[config.mk]
export PLATFORM = sky130hd
export DESIGN_NAME = vga_frame_scanner_flat
export DESIGN_NICKNAME = d
export VERILOG_FILES = /design/src/rtl/vga_frame_scanner_if.sv /design/src/rtl/vga_frame_scanner.sv /design/src/flat_wrapper.sv
export SDC_FILE = /design/constraint.sdc
export NUM_CORES = 1
export LEC_CHECK = 0
export BUFFER_PORTS_ARGS = -buffer_cell sky130_fd_sc_hd__buf_2
export CORE_UTILIZATION = 50
export DETAILED_ROUTE_END_ITERATION = 6
export GPL_TIMING_DRIVEN = 0
export MAX_ROUTING_LAYER = met4
export PLACE_DENSITY = 0.73
export SETUP_SLACK_MARGIN = 0.4
export SKIP_LAST_GASP = 1
export SLEW_MARGIN = 15
export SYNTH_ARGS = -nofsm -noshare
export SYNTH_HDL_FRONTEND = slang
export SYNTH_SLANG_ARGS = --single-unit
[constraint.sdc]
create_clock -name i_clk -period 3.4 [get_ports i_clk]
set_clock_uncertainty 0.2 [all_clocks]
set_input_delay 0 -clock i_clk [delete_from_list [all_inputs] [get_ports i_clk]]
set_output_delay 0 -clock i_clk [all_outputs]
set_load 0.02 [all_outputs]
[src/rtl/vga_frame_scanner_if.sv]
// SRAM read port between the frame scanner and the arbiter.
// The master issues word addresses with a read strobe, and the slave returns RGB565 data.
interface vga_frame_scanner_if #(
  parameter int unsigned ADDR_W = 20
) ();
  logic [ADDR_W-1:0] sram_address;
  logic              sram_rd;
  logic [15:0]       sram_data;

  modport master (
    output sram_address,
    output sram_rd,
    input  sram_data
  );

  modport slave (
    input  sram_address,
    input  sram_rd,
    output sram_data
  );
endinterface

[src/rtl/vga_frame_scanner.sv]
// Programmable VGA timing generator with SRAM pixel fetch, integer upscaling and
// double-buffer selection. It runs one frame per request or frames back to back.
module vga_frame_scanner #(
  parameter int unsigned H_SYNC    = 96,
  parameter int unsigned H_BACK    = 48,
  parameter int unsigned H_ACTIVE  = 640,
  parameter int unsigned H_FRONT   = 16,
  parameter int unsigned V_SYNC    = 2,
  parameter int unsigned V_BACK    = 33,
  parameter int unsigned V_ACTIVE  = 480,
  parameter int unsigned V_FRONT   = 10,
  parameter bit          SYNC_POL  = 1'b0,
  parameter int unsigned SCALE     = 1,
  parameter int unsigned READ_LAT  = 1,
  parameter int unsigned ADDR_W    = 20,
  parameter int unsigned BUF0_BASE = 0,
  parameter int unsigned BUF1_BASE = 'h4B000
) (
  input  logic                       i_clk,
  input  logic                       i_rst_n,
  input  logic                       i_en,
  input  logic                       i_cont,
  input  logic                       i_buf_sel,
  vga_frame_scanner_if.master        sram_io,
  output logic                       o_hs,
  output logic                       o_vs,
  output logic                       o_de,
  output logic [4:0]                 o_red,
  output logic [5:0]                 o_green,
  output logic [4:0]                 o_blue,
  output logic                       o_frame_start,
  output logic                       o_frame_finish
);

  localparam int unsigned H_TOTAL = H_SYNC + H_BACK + H_ACTIVE + H_FRONT;
  localparam int unsigned V_TOTAL = V_SYNC + V_BACK + V_ACTIVE + V_FRONT;
  localparam int unsigned HW = $clog2(H_TOTAL);
  localparam int unsigned VW = $clog2(V_TOTAL);
  localparam int unsigned SW = (SCALE > 1) ? $clog2(SCALE) : 1;
  localparam int unsigned DW = $clog2(READ_LAT + 2);

  localparam logic [HW-1:0] HLast     = HW'(H_TOTAL - 1);
  localparam logic [HW-1:0] HSyncEnd  = HW'(H_SYNC);
  localparam logic [HW-1:0] HActFirst = HW'(H_SYNC + H_BACK);
  localparam logic [HW-1:0] HActLast  = HW'(H_SYNC + H_BACK + H_ACTIVE - 1);
  localparam logic [VW-1:0] VLast     = VW'(V_TOTAL - 1);
  localparam logic [VW-1:0] VSyncEnd  = VW'(V_SYNC);
  localparam logic [VW-1:0] VActFirst = VW'(V_SYNC + V_BACK);
  localparam logic [VW-1:0] VActLast  = VW'(V_SYNC + V_BACK + V_ACTIVE - 1);
  localparam logic [SW-1:0] SubLast   = SW'(SCALE - 1);
  localparam logic [DW-1:0] DrainLast = DW'(READ_LAT + 1);
  localparam logic [ADDR_W-1:0] SrcW  = ADDR_W'(H_ACTIVE / SCALE);
  localparam logic [ADDR_W-1:0] Buf0  = ADDR_W'(BUF0_BASE);
  localparam logic [ADDR_W-1:0] Buf1  = ADDR_W'(BUF1_BASE);

  typedef enum logic [1:0] {StIdle, StRun, StDrain} state_e;

  state_e            state_q, state_d;
  logic [HW-1:0]     h_q, h_d;
  logic [VW-1:0]     v_q, v_d;
  logic [DW-1:0]     drain_q, drain_d;
  logic              cont_q;
  logic [ADDR_W-1:0] base_q;
  logic [SW-1:0]     x_sub_q, x_sub_d, y_sub_q, y_sub_d;
  logic [ADDR_W-1:0] col_q, col_d, line_base_q, line_base_d;

  logic run, last_cyc, frame_begin, pix_act, last_pix;
  logic [ADDR_W-1:0] addr_calc;

  // Sideband per pixel slot: {last pixel, de, vsync active, hsync active}
  logic [3:0]                 sb_in, sb_out;
  logic [READ_LAT+1:0][3:0]   sb_q;
  logic [ADDR_W-1:0]          addr_q;
  logic                       rd_q;
  logic [15:0]                data_q, rgb_q;
  logic                       hs_q, vs_q, de_q, last_q, fin_q;

  assign last_cyc  = (h_q == HLast) && (v_q == VLast);
  assign pix_act   = run && (h_q >= HActFirst) && (h_q <= HActLast)
                         && (v_q >= VActFirst) && (v_q <= VActLast);
  assign last_pix  = pix_act && (h_q == HActLast) && (v_q == VActLast);
  assign addr_calc = base_q + line_base_q + col_q;

  always_ff @(posedge i_clk or negedge i_rst_n) begin
    if (!i_rst_n) begin
      state_q <= StIdle;
    end else begin
      state_q <= state_d;
    end
  end

  always_comb begin
    state_d     = state_q;
    frame_begin = 1'b0;
    unique case (state_q)
      StIdle: begin
        if (i_en) begin
          state_d     = StRun;
          frame_begin = 1'b1;
        end
      end
      StRun: begin
        if (last_cyc) begin
          if (cont_q && i_en) frame_begin = 1'b1;
          else                state_d     = StDrain;
        end
      end
      StDrain: begin
        if (drain_q == DrainLast) state_d = StIdle;
      end
      default: state_d = StIdle;
    endcase
  end

  always_comb begin
    run = 1'b0;
    unique case (state_q)
      StRun:   run = 1'b1;
      default: run = 1'b0;
    endcase
  end

  assign o_frame_start = run && (h_q == '0) && (v_q == '0);

  always_comb begin
    h_d     = '0;
    v_d     = '0;
    drain_d = '0;
    if (run) begin
      if (h_q == HLast) begin
        v_d = (v_q == VLast) ? '0 : v_q + 1'b1;
      end else begin
        h_d = h_q + 1'b1;
        v_d = v_q;
      end
    end
    if (state_q == StDrain) drain_d = drain_q + 1'b1;
  end

  // Upscaling walks source columns/lines by sub-counters instead of dividing h and v.
  always_comb begin
    x_sub_d     = x_sub_q;
    y_sub_d     = y_sub_q;
    col_d       = col_q;
    line_base_d = line_base_q;
    if (!run || last_cyc) begin
      x_sub_d     = '0;
      y_sub_d     = '0;
      col_d       = '0;
      line_base_d = '0;
    end else if (pix_act) begin
      if (h_q == HActLast) begin
        x_sub_d = '0;
        col_d   = '0;
        if (y_sub_q == SubLast) begin
          y_sub_d     = '0;
          line_base_d = line_base_q + SrcW;
        end else begin
          y_sub_d = y_sub_q + 1'b1;
        end
      end else if (x_sub_q == SubLast) begin
        x_sub_d = '0;
        col_d   = col_q + 1'b1;
      end else begin
        x_sub_d = x_sub_q + 1'b1;
      end
    end
  end

  always_ff @(posedge i_clk or negedge i_rst_n) begin
    if (!i_rst_n) begin
      h_q         <= '0;
      v_q         <= '0;
      drain_q     <= '0;
      cont_q      <= 1'b0;
      base_q      <= '0;
      x_sub_q     <= '0;
      y_sub_q     <= '0;
      col_q       <= '0;
      line_base_q <= '0;
    end else begin
      h_q         <= h_d;
      v_q         <= v_d;
      drain_q     <= drain_d;
      x_sub_q     <= x_sub_d;
      y_sub_q     <= y_sub_d;
      col_q       <= col_d;
      line_base_q <= line_base_d;
      if (frame_begin) begin
        cont_q <= i_cont;
        base_q <= i_buf_sel ? Buf1 : Buf0;
      end
    end
  end

  assign sb_in  = {last_pix, pix_act, run && (v_q < VSyncEnd), run && (h_q < HSyncEnd)};
  assign sb_out = sb_q[READ_LAT+1];

  // Sideband is delayed to line up with data_q, then everything is registered onto the pins.
  always_ff @(posedge i_clk or negedge i_rst_n) begin
    if (!i_rst_n) begin
      rd_q   <= 1'b0;
      addr_q <= '0;
      sb_q   <= '0;
      data_q <= '0;
      hs_q   <= ~SYNC_POL;
      vs_q   <= ~SYNC_POL;
      de_q   <= 1'b0;
      rgb_q  <= '0;
      last_q <= 1'b0;
      fin_q  <= 1'b0;
    end else begin
      rd_q <= pix_act;
      if (pix_act) addr_q <= addr_calc;
      sb_q   <= {sb_q[READ_LAT:0], sb_in};
      data_q <= sram_io.sram_data;
      hs_q   <= sb_out[0] ? SYNC_POL : ~SYNC_POL;
      vs_q   <= sb_out[1] ? SYNC_POL : ~SYNC_POL;
      de_q   <= sb_out[2];
      rgb_q  <= sb_out[2] ? data_q : 16'h0000;
      last_q <= sb_out[3];
      fin_q  <= last_q;
    end
  end

  assign sram_io.sram_address = addr_q;
  assign sram_io.sram_rd      = rd_q;
  assign o_hs           = hs_q;
  assign o_vs           = vs_q;
  assign o_de           = de_q;
  assign o_red          = rgb_q[15:11];
  assign o_green        = rgb_q[10:5];
  assign o_blue         = rgb_q[4:0];
  assign o_frame_finish = fin_q;

endmodule

[src/flat_wrapper.sv]
// flat-port wrapper written by rule: the top's interface ports become plain ports
module vga_frame_scanner_flat 
#(
  parameter int unsigned H_SYNC    = 96,
  parameter int unsigned H_BACK    = 48,
  parameter int unsigned H_ACTIVE  = 640,
  parameter int unsigned H_FRONT   = 16,
  parameter int unsigned V_SYNC    = 2,
  parameter int unsigned V_BACK    = 33,
  parameter int unsigned V_ACTIVE  = 480,
  parameter int unsigned V_FRONT   = 10,
  parameter bit          SYNC_POL  = 1'b0,
  parameter int unsigned SCALE     = 1,
  parameter int unsigned READ_LAT  = 1,
  parameter int unsigned ADDR_W    = 20,
  parameter int unsigned BUF0_BASE = 0,
  parameter int unsigned BUF1_BASE = 'h4B000
)
  (i_clk, i_rst_n, i_en, i_cont, i_buf_sel, o_hs, o_vs, o_de, o_red, o_green, o_blue, o_frame_start, o_frame_finish, sram_io_sram_address, sram_io_sram_rd, sram_io_sram_data);
  vga_frame_scanner_if #(.ADDR_W(ADDR_W)) sram_io_i ();
  input  logic i_clk;
  input  logic i_rst_n;
  input  logic i_en;
  input  logic i_cont;
  input  logic i_buf_sel;
  output logic o_hs;
  output logic o_vs;
  output logic o_de;
  output logic [4:0] o_red;
  output logic [5:0] o_green;
  output logic [4:0] o_blue;
  output logic o_frame_start;
  output logic o_frame_finish;
  output wire logic [$bits(sram_io_i.sram_address)-1:0] sram_io_sram_address;
  output wire logic [$bits(sram_io_i.sram_rd)-1:0] sram_io_sram_rd;
  input wire logic [$bits(sram_io_i.sram_data)-1:0] sram_io_sram_data;
  assign sram_io_sram_address = sram_io_i.sram_address;
  assign sram_io_sram_rd = sram_io_i.sram_rd;
  assign sram_io_i.sram_data = sram_io_sram_data;
  vga_frame_scanner #(.H_SYNC(H_SYNC), .H_BACK(H_BACK), .H_ACTIVE(H_ACTIVE), .H_FRONT(H_FRONT), .V_SYNC(V_SYNC), .V_BACK(V_BACK), .V_ACTIVE(V_ACTIVE), .V_FRONT(V_FRONT), .SYNC_POL(SYNC_POL), .SCALE(SCALE), .READ_LAT(READ_LAT), .ADDR_W(ADDR_W), .BUF0_BASE(BUF0_BASE), .BUF1_BASE(BUF1_BASE)) u_core (.i_clk(i_clk), .i_rst_n(i_rst_n), .i_en(i_en), .i_cont(i_cont), .i_buf_sel(i_buf_sel), .sram_io(sram_io_i), .o_hs(o_hs), .o_vs(o_vs), .o_de(o_de), .o_red(o_red), .o_green(o_green), .o_blue(o_blue), .o_frame_start(o_frame_start), .o_frame_finish(o_frame_finish));
endmodule
; ---- Word level (Yosys, flattened, before mapping)
; Cells that the tools add are included.
[word_totals]
regBits = 157
input_bits = 21
output_inout_bits = 42
[op_classes]
addsub = 9
order_cmp = 6
n_eq_ne = 14
muxes = 36
n_reduce_logical = 23
[ops]
columns = operator, count
row1 = 20-bit two-way mux, 8
row2 = 10-bit two-way mux, 5
row3 = 20-bit adder, 2
row4 = 10-bit == test (second input constant), 4
row5 = 10-bit by 1-bit adder with 10-bit output (second input constant), 2
row6 = 20-bit by 1-bit adder with 20-bit output (second input constant), 1
row7 = 20-bit by 10-bit adder with 20-bit output (second input constant), 1
row8 = 10-bit less-or-equal comparator (second input constant), 2
row9 = 10-bit zero test, 2
row10 = 19-bit two-way mux, 1
row11 = 16-bit two-way mux, 1
row12 = 1-bit two-way mux, 14
row13 = 1-bit logical AND, 12
row14 = 10-bit by 6-bit greater-or-equal comparator with 1-bit output (second input constant), 1
row15 = 10-bit by 8-bit greater-or-equal comparator with 1-bit output (second input constant), 1
row16 = 10-bit by 2-bit less-than comparator with 1-bit output (second input constant), 1
row17 = 10-bit by 7-bit less-than comparator with 1-bit output (second input constant), 1
row18 = 2-bit two-way mux, 5
row19 = 2-bit != test (second input constant), 4
row20 = 2-bit case mux with 3 select lines, 1
row21 = 2-bit == test (second input constant), 2
row22 = 2-bit by 1-bit != test with 1-bit output (second input constant), 2
row23 = 2-bit AND reduction, 2
row24 = 4-bit AND reduction, 1
row25 = 10 further kinds, 12

; ---- Depth between registers and ports, before layout
[logic_depth]
ltp_word = 8
mapped_depth = 11
depth_no_buf = 9

; ---- Worst setup path before layout
; Ideal clock, no wire load.
[synth_path]
path_kind = reg-to-reg
from = register u_core.col_q[15]
to = register u_core.addr_q[18] (netlist: u_core.sram_io.sram_address[18])
setup_time_ns = 0.095
arrival_ns = 2.405
path_slack_ns = 0.699
path_stages_with_launch = 12
period_less_slack_ns = 2.701
path_cell_list = dfrtp_1 -> clkbuf_1 -> inv_1 -> fa_1 -> inv_1 -> ha_1 -> clkbuf_1 -> nand3_1 -> nor3_1 -> a211oi_1 -> and3b_1 -> o31ai_1
[synth_between]
elab_chain_cells = 1
[synth_rtl]
columns = element, line_no
row1 = from (decl), vga_frame_scanner.sv:65  ; logic [ADDR_W-1:0] col_q, col_d, line_base_q, line_base_d;
row2 = from (signal assigned), vga_frame_scanner.sv:187  ; col_q <= col_d;
row3 = 20-bit adder, vga_frame_scanner.sv:82  ; assign addr_calc = base_q + line_base_q + col_q;
row4 = to (signal assigned), vga_frame_scanner.sv:214  ; if (pix_act) addr_q <= addr_calc;
row5 = to (decl), vga_frame_scanner.sv:73  ; logic [ADDR_W-1:0] addr_q;
; No other way between the ends.
; A chain may end at the register's enable or synchronous reset.

; ---- Final worst setup path
[layout_path]
from = register u_core.base_q[15]
to = register u_core.addr_q[15] (netlist: u_core.sram_io.sram_address[15])
[layout_between]
elab_chain_cells = 2
[layout_rtl]
columns = element, line_no
row1 = from (decl), vga_frame_scanner.sv:63  ; logic [ADDR_W-1:0] base_q;
row2 = from (signal assigned), vga_frame_scanner.sv:191  ; base_q <= i_buf_sel ? Buf1 : Buf0;
row3 = 20-bit adder (2 in a row), vga_frame_scanner.sv:82
; No other way between the ends.

==> summary.txt <==
Timing
  • Hold Slack: approximately 0.019 ns
  • Rel. slew slack: between 40 and 50%
  • Tcrit/Tclk final: a little over four fifths
  • Final worst slack: around 0.52 ns
  • Post-Route Setup TNS: 0 ns
  • Fin. Hold Viols: 0
  • RSZ-0062 raised after global routing: no
  • Worst-Margin Slew: between 0.8 and 0.9 ns
  • Final critical path time including I/O delays and setup: ~2.9 ns
  • Setup violators final: 0
  • Number of slew-limit violations in the final report: 0
  • Fmax: between 0.3 and 0.4 GHz

Setup path
  • CP delay by family, top: compound AO/OA/AOI/OAI gates
  • Slowest cell delay on critical path: ~0.5 ns
  • R2R setup slack: between 0.5 and 0.6 ns
  • Max FO, Critical Path: 6
  • Reg2reg path depth: 10
  • Crit path kind: reg2reg
  • CP arrival: roughly 3.0 ns
  • Slowest cell on crit path: fa_1
  • Startpoint Class: flop
  • R2R Path End: u_core.sram_io.sram_address[15]$_DFFE_PN0P_
  • CP Buf/Inv Count: 3
  • Required time worst endpoint: roughly 3.5 ns
  • Worst Setup End Kind: flop
  • RR Startpoint: u_core.base_q[15]$_DFFE_PN0P_
  • Critical path, cell by cell: inv_1 -> fa_1 -> inv_1 -> ha_4 -> a211o_1 -> a211o_1 -> nand4_1 -> buf_4 -> a21boi_0 -> o31ai_1

Yosys
  • Average cell area after synthesis: roughly 10 sq um
  • Synth Register Bits: 128
  • Unique masters post-synth: 59
  • Synthesized area: 0.00636 sq mm
  • Cell accounting for the most synthesized area: dfrtp_1
  • Ys flop type: dfrtp_1
  • Post-synth ARST share: 100%
  • Synth top area share: between 40% and 50%
  • Synth warnings: 0
  • Synth Net Count: slightly below 700
  • Most numerous cell in the Yosys netlist: dfrtp_1
  • Post-synthesis sequential area ratio: between 50% and 60%
  • Top post-synthesis cells by count: 126 x dfrtp_1, 63 x nand2_1, 42 x o21ai_0, 37 x a21oi_1, 33 x nor2_1
  • Post-Syn Instances: 630
  • Synth top area cells: dfrtp_1 50%, ha_1 5.7%, nand2_1 3.7%
  • Number of synthesized flops with an enable pin: 0

Place
  • Routability cong.: about 0.86
  • Quantity of I/O buffers inserted on ports: 62
  • Area after DPL: approximately 0.007 sq mm
  • Dpl ws: 0.343 ns
  • DP HPWL: 9890 microns

Clock tree
  • H-tree depth: 4
  • Clk buf depth: 2
  • CTS tree: done
  • Worst skew pair latency: between 0.4 and 0.5 ns
  • Cts bufs inserted: 17
  • Clk Tree Root Cell: clkbuf_16
  • CTS Sinks: ~130
  • Clk slew on worst S/H paths: approximately 0.06 ns

Hold path
  • Hold_sp: sram_io_sram_data[12]
  • Worst Hold End: u_core.data_q[12]$_DFF_PN0_
  • Hold Crit Depth: 2
  • HP Class: in2reg

Detailed routing
  • DR pass1 iterations: 7
  • Vias per std cell: approximately 5.7
  • Via Count: approximately 5300
  • Routed WL per cell: between 15 and 20 microns
  • WL final: 15000 microns
  • DR iter-0 viols: ~430
  • DRC: 0
  • Final ANT Viol Nets: 0

Pwr
  • Max VDD drop: 0.342 mV
  • Sw Ratio: 29.5%
  • Sequential Power Share: between 40% and 50%
  • Cell Pwr Density: a little over 500 mW/mm^2
  • P_sw: between 1000 and 1500 uW
  • Clk pwr share: 42.3%
  • Combinational share of power: 15.6%
  • Internal: approximately 2800 uW
  • Static leakage: 0.00359 uW

Floorplan
  • Die ar.: between 0.01 and 0.015 sq mm
  • Row cnt: 40
  • Core Box Area: 0.0122 sq mm
  • Die width: around 110 microns
  • DIE HEIGHT: between 100 and 150 microns
  • Initial Util: a little over half
  • Ports: between 60 and 70

Cells and area
  • Util after Layout: about 64%
  • N_diodes: 0
  • Final instance area: slightly below 0.008 sq mm
  • Layout cells sized above 1: 18.5%
  • Register area: between 0.003 and 0.004 sq mm
  • Multi-input logic area: about 0.0030 sq mm
  • FILL cells: approximately 1000
  • Nets: between 700 and 800
  • Area delta synth->final: 23.3%

Global route
  • Remaining Overflow, GRT: 0
  • Vias in the first global route: between 5000 and 6000
  • Global-route wire length before repair: about 25000 microns
  • GRT Resource Usage Total: 25.5%
  • Largest net degree at the start of global routing: 80
  • Initial antenna violation count: 0

Status
  • Status: finished clean

Job
  • # Max-Cap Violations: 0
-- power by group through the flow --
stage,registers (uW),logic (uW),clock network [uW]
global route,1690,695,1780
CTS,1680,595,1720
global placement,1700,554,0
finish,1680,626,1690
detailed placement,1710,568,0
floorplan,1710,353,0
-- timing repair --
item / 4_1_cts / 5_1_grt
hold buffers: 22 / 0
resized for setup: 6 / 13
setup buffers: 0 / 9
setup endpoints to repair: 10 / 10
pin swaps: 1 / 5
endpoints found under the hold margin: 148 / 0
cloned: 0 / 0
-- metal layers --
layer	GRT usage [%]	part of all wire, %	vias to the layer above
li1	-	-	2493
met5	-	0	-
met3	4.59	4.6	29
met4	11.4	2.0	0
met1	32.4	45	2559
met2	40.2	49	169
-- how the worst max path moves through the flow --
| stage | cells past startpoint | to | slack, ns | from |
|---|---|---|---|---|
| floorplan | 11 | u_core.sram_io.sram_address[18]$_DFFE_PN0P_ | 0.70 | u_core.col_q[15]$_DFFE_PN0P_ |
| global placement | 6 | u_core.col_q[4]$_DFFE_PN0P_ | 0.37 | u_core.v_q[7]$_DFFE_PN0P_ |
| detailed placement | 9 | u_core.sram_io.sram_address[19]$_DFFE_PN0P_ | 0.34 | u_core.base_q[15]$_DFFE_PN0P_ |
| CTS | 9 | u_core.sram_io.sram_address[17]$_DFFE_PN0P_ | 0.44 | u_core.line_base_q[12]$_DFFE_PN0P_ |
| global route | 8 | u_core.sram_io.sram_address[14]$_DFFE_PN0P_ | 0.40 | u_core.line_base_q[10]$_DFFE_PN0P_ |
| finish | 10 | u_core.sram_io.sram_address[15]$_DFFE_PN0P_ | 0.52 | u_core.base_q[15]$_DFFE_PN0P_ |
-- final cells by class --
type / count / area share [%]
buffer: 30 / 1.88
clock buffer: 19 / 5.77
clock inverter: 13 / 1.31
inverter: 22 / 1.05
multi-input combinational: 450 / 38.1
sequential: 128 / 40.9
tap: 168 / 2.68
timing repair buffer: 94 / 8.28
-- per-stage QoR --
stage          total power, uW  instances
6_report                  4000        924
5_1_grt                   4170        924
4_1_cts                   3990        915
3_5_place_dp              2280        861
3_3_place_gp              2260        860
2_1_floorplan             2060        630
-- worst register-to-register path: stages (launching register included) --
cell      delay, ns
dfrtp_2        0.41
inv_1          0.09
fa_1           0.49
inv_1          0.07
ha_4           0.27
a211o_1        0.30
a211o_1        0.27
nand4_1        0.23
buf_4          0.17
a21boi_0       0.08
o31ai_1        0.21
-- sequential cells by signal (all words and copies together), names as in the netlist --
signal / cells
u_core.base_q: 1
u_core.col_q: 20
u_core.cont_q: 1
u_core.data_q: 16
u_core.drain_q: 2
u_core.h_q: 10
u_core.last_q: 1
u_core.line_base_q: 13
u_core.o_de: 1
u_core.o_frame_finish: 1
u_core.o_hs: 1
u_core.o_vs: 1
u_core.rgb_q: 16
u_core.sb_out: 4
u_core.sb_q: 8
u_core.sram_io.sram_address: 20
u_core.state_q: 2
u_core.v_q: 10
-- kinds of logic (layout without fill, tap and decap cells) --
kind of cell	after synthesis	after routing	share of synthesized area (%)
xor gates and xnor gates	27	27	3.72
and+or+nand+nor	241	241	20.2
AOI/OAI and AO/OA	146	146	14.8
muxes	2	2	0.354
adders and majority gates	33	33	6.96
buffers and inverters	52	178	3.56
other	1	1	0.0589
DFF	128	128	50.4
-- cells in the final DEF, fill, tap and decap left out, types with 5 or more instances in the layout --
cell           synthesis  final
dfrtp_1              126    124
nand2_1               63     63
buf_2                  1     62
o21ai_0               42     41
a21oi_1               37     37
nor2_1                33     33
nand3_1               30     30
ha_1                  29     28
inv_1                 21     21
clkbuf_1              24     21
dlygate4sd3_1          0     21
and2_1                19     19
clkbuf_16              0     17
xor2_1                15     15
or3_1                 14     14
and3_1                14     14
nand4_1               13     13
o31ai_1               12     12
xnor2_1               12     12
nor3_1                13     12
o211ai_1              12     12
or4_1                 10     10
a31oi_1                9      9
buf_4                  0      9
a21o_1                 6      6
buf_6                  4      5
nor4_1                 8      5
inv_6                  0      5
Note: power is estimated with default switching activity, not from simulation.
